**src/rtl/movseq_pkg.sv**
```systemverilog
// Shared constants, state encoding and helpers for the MOVZ/MOVK sequencer.
// Optional build macro: MOVSEQ_SKIPZERO_EN (skip zero halfwords).
package movseq_pkg;

    localparam int WORDSIZE = 64;
    localparam int INSW     = 32;

    localparam logic [8:0] OPC_MOVZ = 9'b110100101;
    localparam logic [8:0] OPC_MOVK = 9'b111100101;

    localparam int OPC_LSB = 23;
    localparam int HW_LSB  = 21;
    localparam int IMM_LSB = 5;
    localparam int RD_LSB  = 0;

    typedef enum logic {
        ST_IDLE = 1'b0,
        ST_EMIT = 1'b1
    } state_e;

    function automatic logic [INSW-1:0] enc_word(
        input logic        first,
        input logic [1:0]  hw,
        input logic [15:0] imm,
        input logic [4:0]  rd
    );
        logic [INSW-1:0] w;
        w = '0;
        w[OPC_LSB +: 9]  = first ? OPC_MOVZ : OPC_MOVK;
        w[HW_LSB  +: 2]  = hw;
        w[IMM_LSB +: 16] = imm;
        w[RD_LSB  +: 5]  = rd;
        return w;
    endfunction

    // Halfwords still to be emitted for a freshly accepted value.
    function automatic logic [3:0] pending_mask(input logic [WORDSIZE-1:0] v);
        logic [3:0] m;
`ifdef MOVSEQ_SKIPZERO_EN
        for (int i = 0; i < 4; i++) begin
            m[i] = |v[16*i +: 16];
        end
        if (m == 4'b0000) begin
            m = 4'b0001;
        end
`else
        m = 4'b1111;
        if (v == '0) begin
            m = 4'b1111;
        end
`endif
        return m;
    endfunction

endpackage

```
**src/rtl/movseq_hwpick.sv**
```systemverilog
// Lowest-set-bit finder over the pending halfword mask; also flags when
// exactly one bit remains.
import movseq_pkg::*;

module movseq_hwpick (
    input  logic [3:0] mask_i,
    output logic [1:0] idx_o,
    output logic       last_o
);

    always_comb begin
        idx_o = 2'd0;
        casez (mask_i)
            4'b???1: idx_o = 2'd0;
            4'b??10: idx_o = 2'd1;
            4'b?100: idx_o = 2'd2;
            4'b1000: idx_o = 2'd3;
            default: idx_o = 2'd0;
        endcase
    end

    assign last_o = (mask_i != 4'b0000) && ((mask_i & (mask_i - 4'd1)) == 4'b0000);

endmodule

```
**src/rtl/movseq.sv**
```systemverilog
// Emits the LEGv8 MOVZ/MOVK sequence that rebuilds a 64-bit constant, one word
// per handshake. Optional build macro: MOVSEQ_SKIPZERO_EN.
import movseq_pkg::*;

module movseq (
    input  logic                clk,
    input  logic                rst_n,
    input  logic                req_valid,
    output logic                req_ready,
    input  logic [WORDSIZE-1:0] req_value,
    input  logic [4:0]          req_rd,
    output logic                ins_valid,
    input  logic                ins_ready,
    output logic [INSW-1:0]     ins_word,
    output logic                ins_last
);

    state_e              state_q, state_d;
    logic [WORDSIZE-1:0] value_q, value_d;
    logic [4:0]          rd_q, rd_d;
    logic [3:0]          mask_q, mask_d;
    logic                first_q, first_d;

    logic [1:0]  idx;
    logic        last;
    logic [15:0] hw_arr [4];

    genvar gi;
    generate
        for (gi = 0; gi < 4; gi++) begin : g_hw
            assign hw_arr[gi] = value_q[16*gi +: 16];
        end
    endgenerate

    movseq_hwpick u_hwpick (
        .mask_i (mask_q),
        .idx_o  (idx),
        .last_o (last)
    );

    always_ff @(posedge clk or negedge rst_n) begin
        if (!rst_n) begin
            state_q <= ST_IDLE;
            value_q <= '0;
            rd_q    <= '0;
            mask_q  <= '0;
            first_q <= 1'b0;
        end else begin
            state_q <= state_d;
            value_q <= value_d;
            rd_q    <= rd_d;
            mask_q  <= mask_d;
            first_q <= first_d;
        end
    end

    always_comb begin
        state_d = state_q;
        value_d = value_q;
        rd_d    = rd_q;
        mask_d  = mask_q;
        first_d = first_q;
        case (state_q)
            ST_IDLE: begin
                if (req_valid) begin
                    value_d = req_value;
                    rd_d    = req_rd;
                    mask_d  = pending_mask(req_value);
                    first_d = 1'b1;
                    state_d = ST_EMIT;
                end
            end
            ST_EMIT: begin
                if (ins_ready) begin
                    mask_d  = mask_q & ~(4'b0001 << idx);
                    first_d = 1'b0;
                    if (last) begin
                        state_d = ST_IDLE;
                    end
                end
            end
            default: state_d = ST_IDLE;
        endcase
    end

    // Outputs depend only on registered state, never on req_* directly.
    always_comb begin
        req_ready = (state_q == ST_IDLE);
        ins_valid = (state_q == ST_EMIT);
        ins_word  = '0;
        ins_last  = 1'b0;
        if (state_q == ST_EMIT) begin
            ins_word = enc_word(first_q, idx, hw_arr[idx], rd_q);
            ins_last = last;
        end
    end

endmodule

```
**config.mk**
```make
export PLATFORM = sky130hd
export DESIGN_NAME = movseq
export DESIGN_NICKNAME = d
export VERILOG_FILES = /design/src/rtl/movseq_pkg.sv /design/src/rtl/movseq_hwpick.sv /design/src/rtl/movseq.sv
export SDC_FILE = /design/constraint.sdc
export NUM_CORES = 1
export LEC_CHECK = 0
export ABC_AREA = 1
export CAP_MARGIN = 40
export CORE_ASPECT_RATIO = 0.6
export CORE_UTILIZATION = 25
export CTS_BUF_LIST = sky130_fd_sc_hd__clkbuf_8
export DETAILED_ROUTE_END_ITERATION = 12
export PLACE_DENSITY = 0.56
export SKIP_CTS_REPAIR_TIMING = 1
export SYNTH_ARGS = -nofsm -noshare
export SYNTH_HDL_FRONTEND = slang
export SYNTH_HIERARCHICAL = 1
export SYNTH_SLANG_ARGS = --single-unit
```
**constraint.sdc**
```tcl
create_clock -name clk -period 4.5 [get_ports clk]
set_input_delay 1.35 -clock clk [delete_from_list [all_inputs] [get_ports clk]]
set_output_delay 1.35 -clock clk [all_outputs]
set_load 0.01 [all_outputs]
```
-- Word level (Yosys, flattened, before mapping)
Cells that the tools add are included.
- register bits: 75
- output and inout bits: 35
- add/subtract/negate cells: 1
- order comparisons: 1
- eq/ne operators: 5
- shift-type cells: 1
- multiplexer cells: 17
- bitwise operators: 5
- reductions and logical operators: 5
- operator list (operator ; count):
    binary-select mux 16 bit (select 2 bit) ; 1
    two-way mux 16 bit ; 2
    two-way mux 32 bit ; 1
    bitwise AND 4 bit ; 2
    two-way mux 4 bit ; 2
    one-hot mux 4 bit (2 select lines) ; 1
    two-way mux 7 bit ; 1
    two-way mux 1 bit ; 6
    one-hot mux 2 bit (3 select lines) ; 1
    equality test 4 bit (second input constant) ; 1
    zero test 4 bit ; 1
    inequality test 2 bit (second input constant) ; 2
    NOT 4 bit ; 1
    one-hot mux 1 bit (2 select lines) ; 2
    AND reduction 2 bit ; 2
    nonzero test 4 bit ; 1
    left shift 1 x 2 -> 4 bit (first input constant) ; 1
    subtractor 4 x 1 -> 4 bit (second input constant) ; 1
    equality test 3 bit (second input constant) ; 1
    greater-or-equal comparator 3 bit (second input constant) ; 1
    NOT 2 -> 3 bit ; 1
    equality test 2 bit (second input constant) ; 1
    logical AND 1 bit ; 1
    NOT 1 bit ; 1

-- Longest topological paths before layout
Gate-level depths: netlist of the first run.
- depth after elaboration: 7
- gate-level depth with buffers: 11

-- By module
The synthesis of the first run kept the hierarchy.
- modules (own cells, without submodules) (module ; times used ; cells each ; area an instance (µm²)):
    movseq ; 1 ; 495 ; 3796.1
    movseq_hwpick ; 1 ; 16 ; 63.8

-- Least setup slack after synthesis of the first run
Ideal clock, no wire load.
- path kind: register to output
- start point: register mask_q[2]
- end point: output ins_word[15]
- data arrival time: 1400 ps
- data required time: 3150 ps
- path slack: 1750 ps
- cell stages (with the launch flop): 10
- cells stage by stage: dfrtp_1 > inv_1 > nand2_1 > a21oi_1 > buf_6 > buf_6 > nand3_1 > nand2_1 > nor2_1 > nor2_1
- cells in the longest elaborated chain, start to end: 7
- elaborated cells between the ends (all ways): 8
- RTL lines (what ; RTL line ; source):
    start, declared ; movseq.sv:21 ; logic [3:0] mask_q, mask_d;
    start signal, assigned ; movseq.sv:52 ; mask_q <= mask_d;
    equality test 4 bit / equality test 3 bit (equally long branches) ; movseq_hwpick.sv:13 ; casez (mask_i)
    one-hot mux 2 bit (3 select lines) (*) ; movseq_hwpick.sv:13 ;
    net idx[0] ; movseq.sv:24 ; logic [1:0] idx;
    NOT 2 -> 3 bit (implied by the code) (*) ; movseq.sv:93 ; ins_word = enc_word(first_q, idx, hw_arr[idx], rd_q);
    binary-select mux 16 bit (select 2 bit) (*) ; movseq.sv:93 ;
    two-way mux 16 bit (implied by the code) (*) (2 in series) ; movseq.sv:93 ;
    two-way mux 32 bit (*) ; movseq.sv:92 ; if (state_q == ST_EMIT) begin
    end, declared ; movseq.sv:14 ; output logic [INSW-1:0] ins_word,
Mark *: on every way through the listed nets, which the timed path passes. The rest lies on a longest branch. The select of a mux whose other input is x is not followed.

-- Worst setup path after layout of the first run
- start point: register mask_q[0]
- end point: output ins_word[10]
- cells in the longest elaborated chain, start to end: 7
- elaborated cells between the ends (all ways): 9
- RTL lines (what ; RTL line):
    equality test 4 bit, or another cell as far along ; movseq_hwpick.sv:13
    one-hot mux 2 bit (3 select lines) (*) ; movseq_hwpick.sv:13
    net idx[1] ; movseq.sv:24
    NOT 2 -> 3 bit (implied by the code) (*) ; movseq.sv:93
    binary-select mux 16 bit (select 2 bit) (*) ; movseq.sv:93
    two-way mux 16 bit (implied by the code) (*) (2 in series) ; movseq.sv:93
    two-way mux 32 bit (*) ; movseq.sv:92
Marks and branches as above.

==> impl_summary.txt, run 1 <==
----------------------------------------------------
[Yosys]
  Main combinational cell family by area after synthesis ... simple AND/OR/NAND/NOR gates
  Most frequently used cell type in the post-synthesis netlist ... nand2_1
  Register bit count reported by yosys ... 75
  Cells taking the most area after synthesis ... dfrtp_1 (49%), nand2_1 (20%), nand3_1 (14%)
  Sequential element share of the synthesized area ... between 40% and 50%
  Share of the synthesized area in the top cell type ... 48.6%
  Post-synth ARST share ... 100%
  Area share of fa/ha/maj cells after synthesis ... 0%
  Most area-hungry cell type in the Yosys netlist ... dfrtp_1
  Post-synthesis cell type count ... 19
  Synth warn ... 6
  Gate count of the mapped netlist ... 511
  Post-Syn Area per Cell ... 7.55 sq um
  Synth Area in Simple Gates ... 40.7%
  Predominant post-synthesis flop cell ... dfrtp_1
  Synthesized-area fraction occupied by xor and xnor cells ... 0%
  Synth Area in Compound Gates ... 1.04%
  Portion of netlist area occupied by mux cells ... 0%
  Post-Synthesis Cell Area ... about 3900 sq um
  Most instantiated cells after synthesis ... nand2_1 (210), nand3_1 (108), dfrtp_1 (75), nor2_1 (36), buf_2 (15)
  Count of flip-flops with a built-in enable after synthesis ... 0

[Worst setup path]
  Worst reg-to-reg path cell count ... 6
  Buffers plus inverters on the worst setup path ... 3
  Maximum fanout encountered on the critical timing path ... 21
  Type of destination of the critical path ... output port
  Crit start category ... flip-flop
  Worst path most repeated cell ... nor2_1
  Worst setup slack for register-to-register paths ... 1.94 ns
  Max stage delay on crit path ... 0.58 ns
  Critical path, cell by cell ... nor2_1 -> nand2_1 -> inv_1 -> buf_4 -> nand3_1 -> nand2_1 -> nor2_1 -> nor2_1 -> clkdlybuf4s50_1
  Critical Path Slowest Stage Cell ... inv_1
  Source of the worst register-to-register timing path ... ins_valid
  Required time at the endpoint of the critical path ... 3.15 ns
  Crit-path leading delay family ... buffers and inverters
  Crit path arrival time ... 2.84 ns
  Endpoint of the worst-slack reg-to-reg timing path ... value_q[50]
  Category of the most critical setup path ... reg2out

[Clocking]
  Clock latency at the later pin of the worst-skew pair ... 0.35 ns
  CTS H-Tree Depth ... 3
  Maximum buffer depth of the clock tree ... 2
  Cell chosen for the clock root ... clkbuf_8
  Clock slew at the register clock pins of the worst setup and hold paths ... 0.08 ns
  TritonCTS clock tree ... done
  Clock buffers created by TritonCTS ... 9
  Clock net sink count ... 75

[STA]
  Worst Max-Slew Pin Slew ... 0.821 ns
  Final worst-path cycle share ... 93.1%
  RSZ-0062 raised after global routing ... false
  Setup-violating endpoint count in the final report ... 0
  Final Max Slew Viols ... 0
  Rel. slew slack ... a little under half
  Maximum frequency from static timing analysis ... 0.239 GHz
  Fin Setup TNS ... 0 ns
  Final critical-path required period ... 4.19 ns
  Final Skew ... between 0.007 and 0.008 ns
  Final hold violation count ... 0

[Power and ir drop]
  Power density cells ... roughly 690 nW/um^2
  Total power of the final layout ... 0.00352 W
  Peak supply drop ... approximately 0.0003 V
  Leakage power summed over all cells ... 2.60 nW

[Floorplan]
  Standard-cell rows ... 34
  Core Area ... 14800 sq um
  Die H ... 98.3 microns
  Overall die width ... 162 microns
  Die ar. ... 16000 sq um
  Initial core utilization ... 26.1%
  Count of boundary I/O pins ... 108

[Worst hold path]
  Hold EP ... value_q[32]
  Number of cells traversed by the worst hold path ... 2
  Launch instance of the worst min-delay path ... value_q[32]
  Worst min path class ... reg2reg

[Global route]
  Pin count of the biggest net entering global routing ... approximately 70
  Remaining global-route overflow ... 0
  Global Route Usage Sum ... 14.9%
  First-pass GRT wire length ... 18.3 mm
  Initial antenna violation count ... 0
  Vias in the first global route ... 3519

[Drt]
  Number of nets with antenna violations after detailed routing ... 0
  Routed via count divided by cell count ... between 4 and 5
  DRT Wirelength ... 11.2 mm
  Average wire length per cell after detail routing ... 14.1 microns
  Starting DRC count in detailed routing ... 244
  DRC violations left ... 0
  Total via count after detailed routing ... 3583
  1st-pass router iterations ... 4

[Layout]
  Register area ... ~1900 sq um
  Area growth syn-to-layout ... 33.3%
  Fill cell count ... 1560
  Final antenna diode count ... 0
  Number of nets in the layout ... 665
  Area taken by multi-input logic gates ... 1640 sq um
  Share of cells above drive strength 1 ... 6.87%

[Placement]
  Placer's final routability congestion estimate ... 0.867
  Buffers added on ports ... 104
  Post-DP HPWL ... between 7 and 8 mm

[Run status]
  Result of the run ... completed

[Job]
  Max Cap Violations ... 0

----------------------------------------------------
## cells by family (layout without fill, tap and decap cells)
family                 Yosys count  count (layout)
AOI/OAI and AO/OA                8               8
DFF                             75              75
buffers and inverters           62             146
other                            1               3
and+or+nand+nor                365             365
## flip-flops by register name, summed over array words and instances (netlist names)
name       cells
mask_q         4
value_q       64
ins_valid      1
first_q        1
rd_q           5
## routing by layer
| layer | track usage, % | vias to the layer above | part of all wire [%] |
|---|---|---|---|
| li1 | - | 1769 | - |
| met1 | 21.8 | 1689 | 51 |
| met2 | 21.6 | 117 | 43 |
| met3 | 4.38 | 8 | 6.3 |
| met4 | 2.69 | 0 | 0.59 |
| met5 | 0 | - | 0 |
## cells in the final DEF, fill, tap and decap left out
| master | n |
|---|---|
| nand2_1 | 209 |
| nand3_1 | 108 |
| clkdlybuf4s50_1 | 102 |
| dfrtp_1 | 75 |
| nor2_1 | 36 |
| inv_1 | 15 |
| clkbuf_8 | 10 |
| nand3_2 | 9 |
| buf_4 | 9 |
| o21ai_0 | 4 |
| conb_1 | 3 |
| clkinv_2 | 3 |
| inv_4 | 2 |
| a21oi_1 | 2 |
| inv_2 | 1 |
| nor2_4 | 1 |
| nand2_2 | 1 |
| nor3_1 | 1 |
| o21ai_1 | 1 |
| clkinvlp_4 | 1 |
| bufinv_16 | 1 |
| buf_2 | 1 |
| buf_16 | 1 |
| a21oi_4 | 1 |
## stage by stage
step	utilization, %	std cells	hold slack (ns)	area [sq um]	setup WS [ns]
floorplan	-	513	0.442	3870	1.75
global placement	33.3	778	0.455	4920	0.760
detailed placement	33.5	779	0.459	4950	0.717
CTS	34.8	795	0.478	5140	0.295
global route	34.8	795	0.492	5140	0.0604
finish	34.8	795	0.476	5140	0.312
## worst max-delay path by stage
stage	start	end	slack (ns)	cells after the start
3_3_place_gp	mask_q[0]	ins_word[11]	0.76	9
2_1_floorplan	mask_q[2]	ins_word[15]	1.75	9
5_1_grt	mask_q[0]	ins_word[10]	0.06	9
4_1_cts	mask_q[0]	ins_word[10]	0.29	9
6_report	mask_q[0]	ins_word[10]	0.31	9
3_5_place_dp	mask_q[0]	ins_word[10]	0.72	9
## tightest hold or removal path, delay by kind of cell (launching register included)
| family | cells | cell delay (ns) |
|---|---|---|
| flops | 1 | 0.35 |
| simple gates | 2 | 0.09 |
## report_power, final
| group | leakage (nW) | internal, W | switching (W) |
|---|---|---|---|
| clock network | 0.103 | 0.000266 | 0.000247 |
| registers | 0.929 | 0.000988 | 0.000204 |
| logic | 1.57 | 0.000769 | 0.00105 |
## layout make-up
class / count / share of cell area [%]
flip-flops and latches: 75 / 36.5
clock buffers: 10 / 2.68
multi-input cells: 376 / 31.8
well taps: 198 / 4.82
clock inverters: 6 / 1.09
repair buffers: 113 / 21.8
inverters: 17 / 1.34
Power figures use the tool's default switching activity.
==> run 2, diff against run 1 <==
--- a/config.mk
+++ b/config.mk
@@ -5,7 +5,7 @@
 export SDC_FILE = /design/constraint.sdc
 export NUM_CORES = 1
 export LEC_CHECK = 0
-export ABC_AREA = 1
+export ABC_AREA = 0
 export CAP_MARGIN = 40
 export CORE_ASPECT_RATIO = 0.6
 export CORE_UTILIZATION = 25
==> run 2 against run 1 <==
Non-clock buffer count shrank 1. Combinational power grew 23%. Highest routed layer unchanged. Largest cell class unchanged. Critical endpoint is now ins_word[18]. Wire length fell by 17%.
==> impl_summary.txt, run 2 <==
----------------------------------------------------
[Run status]
  Result of the run ... completed

[STA]
  Worst Max-Slew Pin Slew ... 0.543 ns (-0.278 ns)
  Final hold violation count ... 0 (unchanged)
  Rel. slew slack ... 63.8% (+19 points)
  Final critical-path required period ... 4.00 ns (-0.192 ns)
  RSZ-0062 raised after global routing ... false
  Maximum frequency from static timing analysis ... 0.250 GHz (+4.8%)
  Fin Setup TNS ... 0 ns (unchanged)
  Final worst-path cycle share ... 88.8% (-4.3 points)
  Final Max Slew Viols ... 0 (unchanged)
  Setup-violating endpoint count in the final report ... 0 (unchanged)
  Fin Hold WS ... 0.511 ns (+0.0349 ns)
  Final Skew ... 0.00854 ns (+0.00120 ns)

[Yosys]
  Synth Area in Compound Gates ... 4.07% (+3.0 points)
  Gate count of the mapped netlist ... 256 (-50%)
  Post-synthesis cell type count ... 30 (+11)
  Most instantiated cells after synthesis ... dfrtp_1 (75), mux2_4 (68), mux2i_1 (32), o22ai_1 (18), buf_4 (11)
  Main combinational cell family by area after synthesis ... multiplexers
  Count of flip-flops with a built-in enable after synthesis ... 0 (unchanged)
  Synth warn ... 6 (unchanged)
  Post-Synthesis Cell Area ... 3840 sq um (-0.42%)
  Synth Area in Simple Gates ... 3.87% (-37 points)
  Sequential element share of the synthesized area ... 48.8% (+0.21 points)
  Most frequently used cell type in the post-synthesis netlist ... dfrtp_1
  Predominant post-synthesis flop cell ... dfrtp_1
  Portion of netlist area occupied by mux cells ... 35.2% (+35 points)
  Post-synth ARST share ... 100% (unchanged)
  Cells taking the most area after synthesis ... dfrtp_1 (49%), mux2_4 (27%), mux2i_1 (8.3%)
  Post-Syn Area per Cell ... 15.0 sq um (+99%)
  Share of the synthesized area in the top cell type ... 48.8% (+0.21 points)
  Area share of fa/ha/maj cells after synthesis ... 0% (unchanged)
  Register bit count reported by yosys ... 75 (unchanged)
  Most area-hungry cell type in the Yosys netlist ... dfrtp_1
  Synthesized-area fraction occupied by xor and xnor cells ... 0.228% (+0.23 points)

[Drt]
  Average wire length per cell after detail routing ... 16.6 microns (+18%)
  DRC violations left ... 0 (unchanged)
  Total via count after detailed routing ... 2386 (-33%)
  Number of nets with antenna violations after detailed routing ... 0 (unchanged)
  DRT Wirelength ... 9.27 mm (-17%)
  1st-pass router iterations ... 4 (unchanged)
  Starting DRC count in detailed routing ... 98 (-60%)
  Routed via count divided by cell count ... 4.28 (-5.1%)

[Power and ir drop]
  Total power of the final layout ... 0.00409 W (+16%)
  Fraction of power spent switching nets ... 33.4% (-9.2 points)
  Comb power frac ... 54.6% (+3.0 points)
  Clk network pwr share ... 15.1% (+0.5 points)
  Switching Power ... 0.00136 W (-9.2%)
  Leakage power summed over all cells ... 2.24 nW (-14%)
  Power density cells ... 787 nW/um^2 (+15%)
  Internal Power ... 0.00272 W (+35%)
  Peak supply drop ... 0.000322 V (+8.9%)
  Sequential Power Share ... 30.3% (-3.5 points)

[Job]
  Max Cap Violations ... 0 (unchanged)

[Worst setup path]
  Maximum fanout encountered on the critical timing path ... 10 (-52%)
  Crit start category ... flip-flop
  Required time at the endpoint of the critical path ... 3.15 ns (about the same)
  Worst setup slack for register-to-register paths ... 2.64 ns (+0.70 ns)
  Crit path arrival time ... 2.65 ns (-0.19 ns)
  Category of the most critical setup path ... reg2out
  Type of destination of the critical path ... output port

[Clocking]
  Clock buffers created by TritonCTS ... 9 (unchanged)
  TritonCTS clock tree ... done
  Maximum buffer depth of the clock tree ... 2 (unchanged)
  Clock slew at the register clock pins of the worst setup and hold paths ... 0.07 ns (about the same)
  CTS H-Tree Depth ... 3 (unchanged)
  Clock latency at the later pin of the worst-skew pair ... 0.35 ns (about the same)
  Cell chosen for the clock root ... clkbuf_8
  Clock net sink count ... 75 (unchanged)

[Floorplan]
  Count of boundary I/O pins ... 108 (unchanged)
  Overall die width ... 162 microns (-0.21%)
  Die ar. ... 15900 sq um (-0.42%)
  Standard-cell rows ... 34 (unchanged)
  Core Area ... 14800 sq um (unchanged)
  Initial core utilization ... 26.0% (-0.11 points)
  Die H ... 98.0 microns (-0.21%)

[Placement]
  Buffers added on ports ... 104 (unchanged)
  Post-DP HPWL ... 6.42 mm (-20%)
  Placer's final routability congestion estimate ... 0.743 (-14%)
  Cell count after placement ... 543 (-30%)

[Layout]
  Non-Filler Instances ... 558 (-30%)
  Register ranked first by flip-flop count ... value_q
  Most frequent standard cell in the layout excluding fill and tap cells ... clkdlybuf4s50_1
  Area growth syn-to-layout ... 35.1%
  Final antenna diode count ... 0 (unchanged)
  Leading cell types in the layout, fill and taps excluded ... clkdlybuf4s50_1 (103), dfrtp_1 (75), mux2_4 (68)
  Flip-flop count of the largest register, all copies and words added ... 64 (unchanged)
  Leading registers by flop count ... value_q (64), rd_q (5), mask_q (4)
  Final core utilization ... 35.2% (+0.34 points)
  Share of cells above drive strength 1 ... 26.1% (+19 points)
  Fill cell count ... 1413 (-9.4%)
  Number of nets in the layout ... 429 (-35%)

[Global route]
  Remaining global-route overflow ... 0 (unchanged)
  Pin count of the biggest net entering global routing ... 72 (+1.4%)
  First-pass GRT wire length ... 14.9 mm (-18%)
  Global Route Usage Sum ... 12.4% (-2.5 points)
  Vias in the first global route ... 2585 (-27%)
  Initial antenna violation count ... 0 (unchanged)

[Worst hold path]
  Worst min path class ... reg2reg

----------------------------------------------------
run 2: cell types whose count changed after synthesis, sizes merged, moves of 5 or more:
cell,previous run,this run
o21ai,5,0
buf,34,23
nand3,117,0
clkbuf,11,2
inv,17,5
mux2i,0,32
nor2,37,6
o22ai,0,18
mux2,0,69
nand2,210,1
and2,0,7
run 2: final timing paths:
path,startpoint,end,cells after the start
setup / recovery,mask_q[0],ins_word[18],5
hold / removal,value_q[48],value_q[48],1
setup reg to reg,ins_valid,value_q[41],4
hold reg to reg,value_q[48],value_q[48],1
max in group asynchronous,rst_n,value_q[47],2
min in group asynchronous,rst_n,value_q[20],1
run 2: critical path, cell delays in order (launching register included):
cell	delay, ns
dfrtp_1	0.47
nor3_1	0.47
nand2_1	0.33
buf_4	0.29
o22ai_1	0.16
clkdlybuf4s50_1	0.57
run 2: per-layer routing:
metal  up-vias  share of wire, %  GRT usage (%)
met1      1180                52           18.1
met5         -                 0              0
met2       101                38           16.1
met4         0              0.66           2.39
li1       1099                 -              -
met3         6               9.3           6.03
run 2: power groups by stage:
stage | sequential (W) | combinational [W] | clock, W
after floorplan | 0.00118 | 0.00151 | 0
after global placement | 0.00124 | 0.00223 | 0
after detailed placement | 0.00124 | 0.00224 | 0
after CTS | 0.00124 | 0.00226 | 0.000638
after global routing | 0.00128 | 0.00239 | 0.000670
final | 0.00124 | 0.00223 | 0.000617
run 2: cell type report:
cell class | instances | area (sq um) | area share, %
inverter | 5 | 18.8 | 0.361
multi-input combinational | 153 | 1690 | 32.5
timing repair buffer | 112 | 1130 | 21.8
clock inverter | 6 | 106 | 2.05
clock buffer | 9 | 124 | 2.38
sequential | 75 | 1880 | 36.1
tap | 198 | 248 | 4.77
run 2: kinds of logic after synthesis:
kind of cell,after synthesis
buffers and inverters,30
muxes,101
AOI/OAI and AO/OA,24
other,1
and+or+nand+nor,24
xor gates and xnor gates,1
DFF,75
run 2: metrics by stage:
step / setup slack (ns) / area, sq um
floorplan: 1.70 / 3850
global placement: 0.947 / 4940
detailed placement: 0.882 / 4960
CTS: 0.488 / 5190
global route: 0.272 / 5190
finish: 0.504 / 5190
==> run 3, diff against run 2 <==
--- a/config.mk
+++ b/config.mk
@@ -11,7 +11,8 @@
 export CORE_UTILIZATION = 25
 export CTS_BUF_LIST = sky130_fd_sc_hd__clkbuf_8
 export DETAILED_ROUTE_END_ITERATION = 12
-export PLACE_DENSITY = 0.56
+export DONT_BUFFER_PORTS = 1
+export PLACE_DENSITY = 0.47
 export SKIP_CTS_REPAIR_TIMING = 1
 export SYNTH_ARGS = -nofsm -noshare
 export SYNTH_HDL_FRONTEND = slang
==> run 3 against run 2 <==
Worst hold slack worse by 0.0014 ns. Global-route usage is 1.3 points lower. Combinational power is 26% lower. Die area stayed put. Largest cell class unchanged.
==> impl_summary.txt, run 3 (synthesized netlist as in run 2, its figures left out) <==
----------------------------------------------------
[Layout]
  Leading registers by flop count ... value_q (64), rd_q (5), mask_q (4)
  Leading cell types in the layout, fill and taps excluded ... dfrtp_1 (75), mux2_4 (68), mux2i_1 (32)
  Fill cell count ... 1511 (+6.9%)
  Flip-flop count of the largest register, all copies and words added ... 64 (unchanged)
  Area taken by multi-input logic gates ... 1690 sq um (unchanged)
  Area growth syn-to-layout ... 6.35%
  Most frequent standard cell in the layout excluding fill and tap cells ... dfrtp_1
  Register area ... 1880 sq um (unchanged)
  Share of cells above drive strength 1 ... 36.0% (+9.9 points)
  Number of nets in the layout ... 321 (-25%)
  Final antenna diode count ... 0 (unchanged)
  Register ranked first by flip-flop count ... value_q

[Clocking]
  TritonCTS clock tree ... done
  Clock net sink count ... 75 (unchanged)
  Maximum buffer depth of the clock tree ... 2 (unchanged)
  Cell chosen for the clock root ... clkbuf_8
  Clock latency at the later pin of the worst-skew pair ... 0.34 ns (about the same)
  CTS H-Tree Depth ... 3 (unchanged)
  Clock slew at the register clock pins of the worst setup and hold paths ... 0.08 ns (about the same)
  Clock buffers created by TritonCTS ... 9 (unchanged)

[Global route]
  Global Route Usage Sum ... 11.1% (-1.3 points)
  First-pass GRT wire length ... 12.8 mm (-14%)
  Remaining global-route overflow ... 0 (unchanged)
  Vias in the first global route ... 2126 (-18%)
  Initial antenna violation count ... 0 (unchanged)
  Pin count of the biggest net entering global routing ... 76 (+5.6%)

[Worst setup path]
  Source of the worst register-to-register timing path ... mask_q[2]
  Startpoint of the most critical setup path ... mask_q[0]
  Type of destination of the critical path ... output port
  Maximum fanout encountered on the critical timing path ... 17 (+7)
  Crit start category ... flip-flop
  Crit path arrival time ... 2.49 ns (-0.16 ns)
  Required time at the endpoint of the critical path ... 3.15 ns (about the same)
  Category of the most critical setup path ... reg2out

[Drt]
  Starting DRC count in detailed routing ... 102 (+4.1%)
  Routed via count divided by cell count ... 4.38 (+2.5%)
  Total via count after detailed routing ... 1976 (-17%)
  DRT Wirelength ... 8.51 mm (-8.1%)
  1st-pass router iterations ... 4 (unchanged)
  Average wire length per cell after detail routing ... 18.9 microns (+14%)
  Number of nets with antenna violations after detailed routing ... 0 (unchanged)
  DRC violations left ... 0 (unchanged)

[Power and ir drop]
  Leakage power summed over all cells ... 1.81 nW (-20%)
  Peak supply drop ... 0.000358 V (+11%)
  Power density cells ... 842 nW/um^2 (+7.0%)

[Floorplan]
  Die ar. ... 15900 sq um (unchanged)
  Count of boundary I/O pins ... 108 (unchanged)
  Initial core utilization ... 26.0% (unchanged)
  Die H ... 98.0 microns (unchanged)
  Core Area ... 14800 sq um (unchanged)
  Overall die width ... 162 microns (unchanged)
  Standard-cell rows ... 34 (unchanged)

[Placement]
  Buffers added on ports ... 0 (-100%)
  Post-DP HPWL ... 5.80 mm (-9.6%)
  Placer's final routability congestion estimate ... 0.752 (+1.3%)

[STA]
  Rel. slew slack ... 39.6% (-24 points)
  Final hold violation count ... 0 (unchanged)
  Final worst-path cycle share ... 85.3% (-3.6 points)
  Fin Hold WS ... 0.510 ns (-0.00137 ns)
  Maximum frequency from static timing analysis ... 0.261 GHz (+4.2%)
  Setup-violating endpoint count in the final report ... 0 (unchanged)
  Worst Max-Slew Pin Slew ... 0.907 ns (+0.364 ns)
  Final critical-path required period ... 3.84 ns (-0.160 ns)
  Final Skew ... 0.00681 ns (-0.00173 ns)
  Fin Setup TNS ... 0 ns (unchanged)
  RSZ-0062 raised after global routing ... false
  Final Max Slew Viols ... 0 (unchanged)

[Worst hold path]
  Launch instance of the worst min-delay path ... value_q[16]
  Worst min path class ... reg2reg

[Run status]
  Result of the run ... completed

[Job]
  Max Cap Violations ... 0 (unchanged)

----------------------------------------------------
run 3: final timing paths:
| path | slack [ns] | cells after the start | to |
|---|---|---|---|
| worst min-delay path | 0.51 | 1 | value_q[16] |
| worst max-delay path | 0.66 | 3 | ins_word[8] |
| min in group asynchronous | 0.69 | 0 | value_q[1] |
| worst min register to register | 0.51 | 1 | value_q[16] |
| max in group asynchronous | 3.68 | 0 | rd_q[4] |
| worst max register to register | 2.46 | 5 | mask_q[3] |
run 3: worst max-delay path, cell delays in order, from the launching register on:
cell	delay [ns]
dfrtp_1	0.48
nor3_1	0.50
nand2_1	0.65
o22ai_1	0.51
run 3: area by class of cell:
| class | instances | area share [%] |
|---|---|---|
| Clock buffer | 12 | 4.04 |
| Clock inverter | 4 | 1.16 |
| Inverter | 5 | 0.459 |
| Multi-Input combinational cell | 153 | 41.3 |
| Sequential cell | 75 | 45.9 |
| Tap cell | 198 | 6.06 |
| Timing Repair Buffer | 4 | 1.04 |
run 3: where the power goes:
group	leakage, nW	switching, W	internal [W]
Sequential	0.891	0.000211	0.00102
Combinational	0.806	0.000794	0.000866
Clock	0.108	0.000251	0.000300
Total	1.81	0.00126	0.00219
run 3: metrics by stage:
stage	instances	instance area, sq um	util (%)	setup slack, ns	total power [W]
6_report	451	4090	27.7	0.664	0.00344
5_1_grt	451	4090	27.7	0.364	0.00367
4_1_cts	451	4090	27.7	0.633	0.00350
3_5_place_dp	435	3870	26.3	1.03	0.00292
3_3_place_gp	435	3870	26.3	1.13	0.00288
2_1_floorplan	258	3850	-	1.70	0.00269
run 3: routing by layer:
layer,wire length (microns),global-route usage (%),up-vias
met5,0,0,-
met4,59,2.61,0
met3,802,6.07,8
met2,3430,14.9,84
met1,4220,15.2,1000
li1,-,-,884
